--- config.mk ---
export PLATFORM = sky130hd
export DESIGN_NAME = zigbee_cordic_arbiter_flat
export DESIGN_NICKNAME = d
export VERILOG_FILES = /design/src/rtl/zigbee_cordic_arbiter_if.sv /design/src/rtl/zigbee_cordic_arbiter.sv /design/src/flat_wrapper.sv
export SDC_FILE = /design/constraint.sdc
export NUM_CORES = 1
export LEC_CHECK = 0
export CAP_MARGIN = 20
export CORE_MARGIN = 2
export CORE_UTILIZATION = 41
export CTS_BUF_LIST = sky130_fd_sc_hd__clkbuf_4 sky130_fd_sc_hd__clkbuf_8 sky130_fd_sc_hd__clkbuf_16
export CTS_CLUSTER_DIAMETER = 200
export DETAILED_ROUTE_END_ITERATION = 8
export HOLD_SLACK_MARGIN = 0.03
export PLACE_DENSITY = 0.83
export SLEW_MARGIN = 20
export SYNTH_ARGS = -nofsm -noshare
export SYNTH_HDL_FRONTEND = slang
export SYNTH_SLANG_ARGS = --single-unit
--- constraint.sdc ---
create_clock -name clk -period 1.47 [get_ports clk]
set_input_delay 0.2205 -clock clk [delete_from_list [all_inputs] [get_ports clk]]
set_output_delay 0.2205 -clock clk [all_outputs]
set_load 0.01 [all_outputs]
--- src/rtl/zigbee_cordic_arbiter_if.sv ---
// Bundles the requester-side handshake, the CORDIC core link and the per-requester results.
// master: the arbiter; slave: requesters plus core.
interface zigbee_cordic_arbiter_if #(
  parameter int NUM_REQ = 2,
  parameter int IQ_SIZE = 5,
  parameter int W_SIZE  = 6
);
  logic [NUM_REQ-1:0]         req_valid;
  logic [NUM_REQ-1:0]         req_ready;
  logic [NUM_REQ*IQ_SIZE-1:0] req_ibb;
  logic [NUM_REQ*IQ_SIZE-1:0] req_qbb;
  logic [IQ_SIZE-1:0]         cor_ibb;
  logic [IQ_SIZE-1:0]         cor_qbb;
  logic                       cor_ivalid;
  logic [W_SIZE-1:0]          cor_wout;
  logic                       cor_ovalid;
  logic [NUM_REQ*W_SIZE-1:0]  res_w;
  logic [NUM_REQ-1:0]         res_valid;

  modport master (
    input  req_valid, req_ibb, req_qbb, cor_wout, cor_ovalid,
    output req_ready, cor_ibb, cor_qbb, cor_ivalid, res_w, res_valid
  );

  modport slave (
    output req_valid, req_ibb, req_qbb, cor_wout, cor_ovalid,
    input  req_ready, cor_ibb, cor_qbb, cor_ivalid, res_w, res_valid
  );
endinterface

--- src/rtl/zigbee_cordic_arbiter.sv ---
// Round-robin sharing of one pipelined CORDIC phase core between NUM_REQ I/Q requesters,
// with a tag pipe that routes each returned phase back to its owner.
module zigbee_cordic_arbiter #(
  parameter int NUM_REQ    = 2,
  parameter int IQ_SIZE    = 5,
  parameter int W_SIZE     = 6,
  parameter int CORDIC_LAT = 4
) (
  input  logic                   clk,
  input  logic                   reset_n,
  input  logic                   enable,
  zigbee_cordic_arbiter_if.master bus,
  output logic                   busy,
  output logic                   err
);
  localparam int IDX_W = (NUM_REQ > 1) ? $clog2(NUM_REQ) : 1;
  typedef logic [IDX_W-1:0] idx_t;

  idx_t                  rr_ptr_reg;
  logic [NUM_REQ-1:0]    grant;
  idx_t                  grant_idx;
  logic                  grant_any;

  logic [IQ_SIZE-1:0]    cor_ibb_reg;
  logic [IQ_SIZE-1:0]    cor_qbb_reg;
  logic                  cor_ivalid_reg;
  idx_t                  cor_idx_reg;

  logic [CORDIC_LAT-1:0] tag_vld_reg;
  idx_t                  tag_idx_reg [CORDIC_LAT];
  logic                  last_vld;
  idx_t                  last_idx;

  logic [W_SIZE-1:0]     res_w_reg [NUM_REQ];
  logic [NUM_REQ*W_SIZE-1:0] res_w_flat;
  logic [NUM_REQ-1:0]    res_hit;
  logic [NUM_REQ-1:0]    res_valid_reg;
  logic                  err_reg;

  function automatic int scan_idx(input idx_t ptr, input int off);
    return (int'(ptr) + off) % NUM_REQ;
  endfunction

  // Scan starts one past the last winner; req_ready is held low while reset is asserted.
  always_comb begin
    grant     = '0;
    grant_idx = '0;
    grant_any = 1'b0;
    if (enable && reset_n) begin
      for (int off = 1; off <= NUM_REQ; off++) begin
        if (!grant_any && bus.req_valid[scan_idx(rr_ptr_reg, off)]) begin
          grant[scan_idx(rr_ptr_reg, off)] = 1'b1;
          grant_idx = idx_t'(scan_idx(rr_ptr_reg, off));
          grant_any = 1'b1;
        end
      end
    end
  end

  assign bus.req_ready = grant;

  always_ff @(posedge clk or negedge reset_n) begin
    if (!reset_n) begin
      rr_ptr_reg     <= idx_t'(NUM_REQ - 1);
      cor_ibb_reg    <= '0;
      cor_qbb_reg    <= '0;
      cor_ivalid_reg <= 1'b0;
      cor_idx_reg    <= '0;
    end else begin
      cor_ivalid_reg <= grant_any;
      if (grant_any) begin
        cor_ibb_reg <= bus.req_ibb[int'(grant_idx)*IQ_SIZE +: IQ_SIZE];
        cor_qbb_reg <= bus.req_qbb[int'(grant_idx)*IQ_SIZE +: IQ_SIZE];
        cor_idx_reg <= grant_idx;
        rr_ptr_reg  <= grant_idx;
      end
    end
  end

  assign bus.cor_ibb    = cor_ibb_reg;
  assign bus.cor_qbb    = cor_qbb_reg;
  assign bus.cor_ivalid = cor_ivalid_reg;

  // The last tag entry coincides with the core's cor_ovalid for the same sample.
  always_ff @(posedge clk or negedge reset_n) begin
    if (!reset_n) begin
      tag_vld_reg <= '0;
      for (int k = 0; k < CORDIC_LAT; k++) tag_idx_reg[k] <= '0;
    end else begin
      tag_vld_reg[0] <= cor_ivalid_reg;
      tag_idx_reg[0] <= cor_idx_reg;
      for (int k = 1; k < CORDIC_LAT; k++) begin
        tag_vld_reg[k] <= tag_vld_reg[k-1];
        tag_idx_reg[k] <= tag_idx_reg[k-1];
      end
    end
  end

  assign last_vld = tag_vld_reg[CORDIC_LAT-1];
  assign last_idx = tag_idx_reg[CORDIC_LAT-1];

  genvar gi;
  generate
    for (gi = 0; gi < NUM_REQ; gi++) begin : g_route
      assign res_hit[gi] = bus.cor_ovalid & last_vld & (last_idx == idx_t'(gi));
      assign res_w_flat[gi*W_SIZE +: W_SIZE] = res_w_reg[gi];
    end
  endgenerate

  // Untagged results are dropped; any valid/tag disagreement latches err until reset.
  always_ff @(posedge clk or negedge reset_n) begin
    if (!reset_n) begin
      res_valid_reg <= '0;
      err_reg       <= 1'b0;
      for (int k = 0; k < NUM_REQ; k++) res_w_reg[k] <= '0;
    end else begin
      res_valid_reg <= res_hit;
      for (int k = 0; k < NUM_REQ; k++) begin
        if (res_hit[k]) res_w_reg[k] <= bus.cor_wout;
      end
      if (bus.cor_ovalid != last_vld) err_reg <= 1'b1;
    end
  end

  assign bus.res_w     = res_w_flat;
  assign bus.res_valid = res_valid_reg;
  assign busy          = cor_ivalid_reg | (|tag_vld_reg);
  assign err           = err_reg;
endmodule

--- src/flat_wrapper.sv ---
// flat-port wrapper written by rule: the top's interface ports become plain ports
module zigbee_cordic_arbiter_flat 
#(
  parameter int NUM_REQ    = 2,
  parameter int IQ_SIZE    = 5,
  parameter int W_SIZE     = 6,
  parameter int CORDIC_LAT = 4
)
  (clk, reset_n, enable, busy, err, bus_req_valid, bus_req_ibb, bus_req_qbb, bus_cor_wout, bus_cor_ovalid, bus_req_ready, bus_cor_ibb, bus_cor_qbb, bus_cor_ivalid, bus_res_w, bus_res_valid);
  zigbee_cordic_arbiter_if #(.NUM_REQ(NUM_REQ), .IQ_SIZE(IQ_SIZE), .W_SIZE(W_SIZE)) bus_i ();
  input  logic clk;
  input  logic reset_n;
  input  logic enable;
  output logic busy;
  output logic err;
  input wire logic [$bits(bus_i.req_valid)-1:0] bus_req_valid;
  input wire logic [$bits(bus_i.req_ibb)-1:0] bus_req_ibb;
  input wire logic [$bits(bus_i.req_qbb)-1:0] bus_req_qbb;
  input wire logic [$bits(bus_i.cor_wout)-1:0] bus_cor_wout;
  input wire logic [$bits(bus_i.cor_ovalid)-1:0] bus_cor_ovalid;
  output wire logic [$bits(bus_i.req_ready)-1:0] bus_req_ready;
  output wire logic [$bits(bus_i.cor_ibb)-1:0] bus_cor_ibb;
  output wire logic [$bits(bus_i.cor_qbb)-1:0] bus_cor_qbb;
  output wire logic [$bits(bus_i.cor_ivalid)-1:0] bus_cor_ivalid;
  output wire logic [$bits(bus_i.res_w)-1:0] bus_res_w;
  output wire logic [$bits(bus_i.res_valid)-1:0] bus_res_valid;
  assign bus_i.req_valid = bus_req_valid;
  assign bus_i.req_ibb = bus_req_ibb;
  assign bus_i.req_qbb = bus_req_qbb;
  assign bus_i.cor_wout = bus_cor_wout;
  assign bus_i.cor_ovalid = bus_cor_ovalid;
  assign bus_req_ready = bus_i.req_ready;
  assign bus_cor_ibb = bus_i.cor_ibb;
  assign bus_cor_qbb = bus_i.cor_qbb;
  assign bus_cor_ivalid = bus_i.cor_ivalid;
  assign bus_res_w = bus_i.res_w;
  assign bus_res_valid = bus_i.res_valid;
  zigbee_cordic_arbiter #(.NUM_REQ(NUM_REQ), .IQ_SIZE(IQ_SIZE), .W_SIZE(W_SIZE), .CORDIC_LAT(CORDIC_LAT)) u_core (.clk(clk), .reset_n(reset_n), .enable(enable), .bus(bus_i), .busy(busy), .err(err));
endmodule
### Yosys cells after proc, flatten, opt, wreduce, memory -nomap -nowiden

Index checks and enable logic that the tools add are counted.

* reductions and logical operators: 6
* $mul: 1
* eq/ne operators: 1
* shift operators: 2
* muxes and demuxes: 21
* magnitude comparators: 4
* add/sub/neg operators: 2
* bitwise logic cells: 8

Operators by type and width (count)
* indexed part select 10 x 32 -> 5 bit: 2
* 2-to-1 mux 1 bit: 15
* 2-to-1 mux 2 bit: 4
* < comparator 2 x 3 -> 1 bit, second input constant: 2
* greater-or-equal comparator 2 x 1 -> 1 bit, second input constant: 2
* logical AND 1 bit: 4
* multiplier 1 x 3 -> 4 bit, second input constant: 1
* OR reduction 4 bit: 1
* bitwise AND 1 bit: 3
* adder 1 bit, second input constant: 2
* bitwise AND 1 bit, first input constant: 2
* demux 1 bit (select 1 bit): 2
* bitwise OR 2 bit: 1
* zero test 1 bit: 1
* inequality test 1 bit: 1
* NOT 1 bit: 1
* bitwise OR 1 bit: 1

* flip-flop bits (word level): 36
* input port bits: 32
* word-level logic and storage cells: 59

### Depth between registers and ports, before layout

* word-level depth: 13
* mapped depth: 4
* gate-level depth less buffers: 3

### Worst setup path before layout

OpenSTA, ideal clock, no wires.

* path type: flip-flop to flip-flop
* from: reg u_core.rr_ptr_reg
* to: reg u_core.cor_ibb_reg[2], in the netlist u_core.bus.cor_ibb[2]
* data arrival time: 1.197 ns
* path buffers: 1
* cell stages (with the launch flop): 5
* required time: 1.344 ns
* library setup time: 0.126 ns
* setup slack: 0.147 ns
* clock period less this slack: 1.323 ns
* cells stage by stage: dfstp_2 -> and2_4 -> or2_4 -> buf_6 -> a311o_1

* longest elaborated chain between the ends: 12

Ends and longest elaborated chain
* from (decl): RTL line zigbee_cordic_arbiter.sv:19 `idx_t rr_ptr_reg;`
* from (signal assigned): RTL line zigbee_cordic_arbiter.sv:64 `rr_ptr_reg <= idx_t'(NUM_REQ - 1);`
* from (signal assigned): RTL line zigbee_cordic_arbiter.sv:75 `rr_ptr_reg <= grant_idx;`
* adder 1 bit: RTL line zigbee_cordic_arbiter.sv:41 `return (int'(ptr) + off) % NUM_REQ;`
* 2-to-1 mux 1 bit (not written as such) (3 in series): RTL line zigbee_cordic_arbiter.sv:51 `if (!grant_any && bus.req_valid[scan_idx(rr_ptr_reg, off)]) begin`
* 2-to-1 mux 1 bit: RTL line zigbee_cordic_arbiter.sv:51
* 2-to-1 mux 1 bit: RTL line zigbee_cordic_arbiter.sv:49 `if (enable && reset_n) begin`
* zero test 1 bit: RTL line zigbee_cordic_arbiter.sv:51
* logical AND 1 bit: RTL line zigbee_cordic_arbiter.sv:51
* 2-to-1 mux 1 bit: RTL line zigbee_cordic_arbiter.sv:51
* 2-to-1 mux 1 bit: RTL line zigbee_cordic_arbiter.sv:49
* multiplier 1 x 3 -> 4 bit: RTL line zigbee_cordic_arbiter.sv:72 `cor_ibb_reg <= bus.req_ibb[int'(grant_idx)*IQ_SIZE +: IQ_SIZE];`
* indexed part select 10 x 32 -> 5 bit: RTL line zigbee_cordic_arbiter.sv:72
* to (signal assigned): RTL line zigbee_cordic_arbiter.sv:72
* to (decl): RTL line zigbee_cordic_arbiter.sv:24 `logic [IQ_SIZE-1:0] cor_ibb_reg;`

Several ways; a longest one is shown, not always the timed one. The select of a mux whose other input is x is not followed.
A chain may end at the register's enable or synchronous reset.

### Final worst setup path

* from: reg u_core.rr_ptr_reg
* to: out bus_req_ready[1]

* longest elaborated chain between the ends: 11

Ends and longest elaborated chain
* adder 1 bit: RTL line zigbee_cordic_arbiter.sv:41
* bitwise AND 1 bit (no line)
* < comparator 2 x 3 -> 1 bit (not written as such) / greater-or-equal comparator 2 x 1 -> 1 bit (equally long branches): RTL line zigbee_cordic_arbiter.sv:52 `grant[scan_idx(rr_ptr_reg, off)] = 1'b1;`
* logical AND 1 bit (not written as such): RTL line zigbee_cordic_arbiter.sv:52
* 2-to-1 mux 1 bit (not written as such): RTL line zigbee_cordic_arbiter.sv:52
* demux 1 bit (select 1 bit)
* 2-to-1 mux 2 bit: RTL line zigbee_cordic_arbiter.sv:51
* 2-to-1 mux 2 bit: RTL line zigbee_cordic_arbiter.sv:49
* bitwise OR 2 bit (no line)
* 2-to-1 mux 2 bit (*): RTL line zigbee_cordic_arbiter.sv:51
* 2-to-1 mux 2 bit (*): RTL line zigbee_cordic_arbiter.sv:49
* to (decl): RTL line flat_wrapper.sv:21 `output wire logic [$bits(bus_i.req_ready)-1:0] bus_req_ready;`

Every way passes the cells marked *; elsewhere a longest branch is shown, timed or not. The select of a mux whose other input is x is not followed.

==> metrics.yaml <==
final_layout:
  nets: 210
  diodes: 0
  drive_above_1_share_pct: 24.7
  largest_reg_flops: 12
  seqCellArea_um2: 902
  post_layout_nonfiller_instances: 224
  postLayoutCoreUtil_pct: 67.4
  final_common_cell: "dfrtp_1"
  multi_input_area_um2: 475
  nFillCells: 266
  final_cell_mix: "35 x dfrtp_1, 30 x clkdlybuf4s50_1, 17 x dlymetal6s2s_1"
  areaGrowthSynthToFinish_pct: 58.6
  design_area_mm2: 0.00225
sta:
  setup_viol_count_final: 1
  hold_viol_final: 0
  finalCriticalPeriod_ns: 1.49
  tns_ns: -0.0153
  drv_slew: 0
  relSlewSlack_pct: 71.4
  clock.fmax_mhz: 673
  clock_skew_ns: 0.00848
  postLayoutSetupSlackWorst_ns: -0.0153
  tightest_slew_ns: 0.430
  rsz0062_at_grt: "yes"
  timing.final.crit_share_pct: 101
synthesis:
  synth_top_family_by_area: "simple AND/OR/NAND/NOR gates"
  syn_inst: 103
  synth_warnings: 0
  synth-compound-area-share_pct: 8.82
  syn_area_mm2: 0.00142
  synthFlopType: "dfrtp_1"
  synth_xor_area_share_pct: 0
  synth.net_count: 136
  synth-seq-cells: 36
  seq_area_frac_synth_pct: 63.6
  synth_edf_count: 0
  avgSynthCellArea_um2: 13.8
  yosys.area_share.simple_pct: 13.7
  yosysUniqueCellTypes: 21
  async_flop_share_pct: 100
  muxShareOfSynthArea_pct: 9.52
  synth_fa_ha_area_share_pct: 0.882
place:
  place_ws_ns: -0.414
  numPlacedInstances: 215
  dp_hpwl_um: 2320
  placed_area_mm2: 0.00213
  io_buffers: 60
  gp_congestion: 0.747
die:
  core-area_mm2: 0.00334
  floorplan.initialDensity_pct: 42.5
  io-pin-count: 61
  die_w_um: 62.8
  dieArea_mm2: 0.00395
  num_rows: 21
  die_h_um: 62.8
min_path:
  min_path_type: "in2async"
global_route:
  grt_pass1_wl_um: 5120
  grt_max_degree: 37
  grt.total_usage_pct: 17.0
  grt_pass1_vias: 1117
  antenna_found_initial: 0
  globalRouteOverflowTotal: 0
clock_tree:
  cts.htree.levels: 2
  clk_pin_slew_ns: 0.10
  clk_path_buf_depth: 2
  cts_num_sinks: 36
  ctsRootBufferMaster: "clkbuf_4"
  clk_latency_ns: 0.33
  cts_tree: "yes"
  cts_buffers: 5
critical_path:
  slowest_delay_ns: 0.55
  start_kind: "register"
  worstRegToRegCells: 4
  endpoint_kind: "output pin"
  slowest_stage: "dfstp_2"
  arrival_ns: 1.26
  r2r_start: "u_core.rr_ptr_reg$_DFFE_PN1P_"
  cp_num_buf_inv: 2
  ff2ff_setup_slack_ns: 0.05
  worstPathMaxFanout: 2
  crit_family: "flip-flops"
  critical_path_class: "reg2out"
  r2r_end: "u_core.bus.cor_qbb[0]$_DFFE_PN0P_"
  required_ns: 1.25
  crit_chain: "and2_4 > or2_4 > inv_2 > buf_6"
drt:
  num_vias: 1090
  wl_per_cell_um: 14.1
  vias_per_cell: 4.87
  route.detailed.drc: 0
  drtPass1Iterations: 2
  drtIter0Drc: 53
  final_antenna_net_count: 0
  wl_um: 3150
power:
  power_density_mw_per_mm2: 1200
  peakVddDrop_mv: 0.631
  power.leakage_nw: 1.18
outcome:
  violations: "negative setup slack"
  outcome: "complete, but fails checks"
run:
  drv_cap: 0
[cell families after synthesis]
family                   Yosys count
AND/OR/NAND/NOR                   30
multiplexers                      12
flip-flops                        36
adder cells (fa/ha/maj)            1
AO/OA/AOI/OAI                     14
buffers and inverters             10
[where the power goes]
part	total [mW]	leakage (nW)	internal (mW)	switching, mW
Sequential	1.27	0.439	1.19	0.0846
Clock	0.684	0.0456	0.375	0.309
Combinational	0.748	0.693	0.463	0.285
[synth_stat cells, types with 2 or more instances]
master / count / share of area [%]
mux2_2: 12 / 9.5
buf_2: 4 / 1.4
nor2b_1: 11 / 4.9
nand3_1: 2 / 0.71
nor3b_1: 10 / 5.3
dfrtp_1: 35 / 62
a311o_1: 10 / 7.1
nand2_1: 2 / 0.53
o21ai_0: 2 / 0.71
inv_1: 4 / 1.1
[worst max-delay path by stage]
stage / slack [ns] / end / start / depth (start not counted)
finish: -0.02 / bus_req_ready[1] / u_core.rr_ptr_reg$_DFFE_PN1P_ / 4
global route: -0.08 / bus_req_ready[1] / u_core.rr_ptr_reg$_DFFE_PN1P_ / 4
CTS: -0.03 / bus_req_ready[1] / u_core.rr_ptr_reg$_DFFE_PN1P_ / 4
detailed placement: -0.41 / bus_req_ready[1] / enable / 5
global placement: -0.35 / bus_req_ready[1] / enable / 5
floorplan: 0.15 / u_core.bus.cor_ibb[2]$_DFFE_PN0P_ / u_core.rr_ptr_reg$_DFFE_PN1P_ / 4
[tightest hold or removal path, delay by kind of cell]
| kind | cells | cell delay [ns] |
|---|---|---|
| buf+inv | 3 | 0.63 |
[what timing repair did]
item                       4_1_cts  5_1_grt
pin swaps                        3        2
hold buffers                     0        0
buffers inserted                 0        1
resized for setup               21       21
setup endpoints to repair       12       20
[cell type report]
type                       instances  area share (%)
clock buffer                       6            2.00
clock inverter                     2            1.56
inverter                           4           0.667
multi-input combinational         57            21.1
sequential                        36            40.1
tap                               46            2.56
timing repair buffer              73            32.0
[stage by stage]
step / power [mW] / hold WS [ns]
finish: 2.71 / 0.0776
global route: 2.87 / 0.0982
CTS: 2.77 / 0.0925
detailed placement: 2.12 / 0.336
global placement: 2.09 / 0.338
floorplan: 1.61 / -0.0751
[routing by layer]
metal  GRT usage (%)  wire length [µm]  vias up
met5               0                 0        -
met3            7.39               286        8
met1            19.0              1290      511
met4            5.83                49        0
met2            28.9              1520       54
li1                -                 -      517
Note: power is estimated with default switching activity, not from simulation.
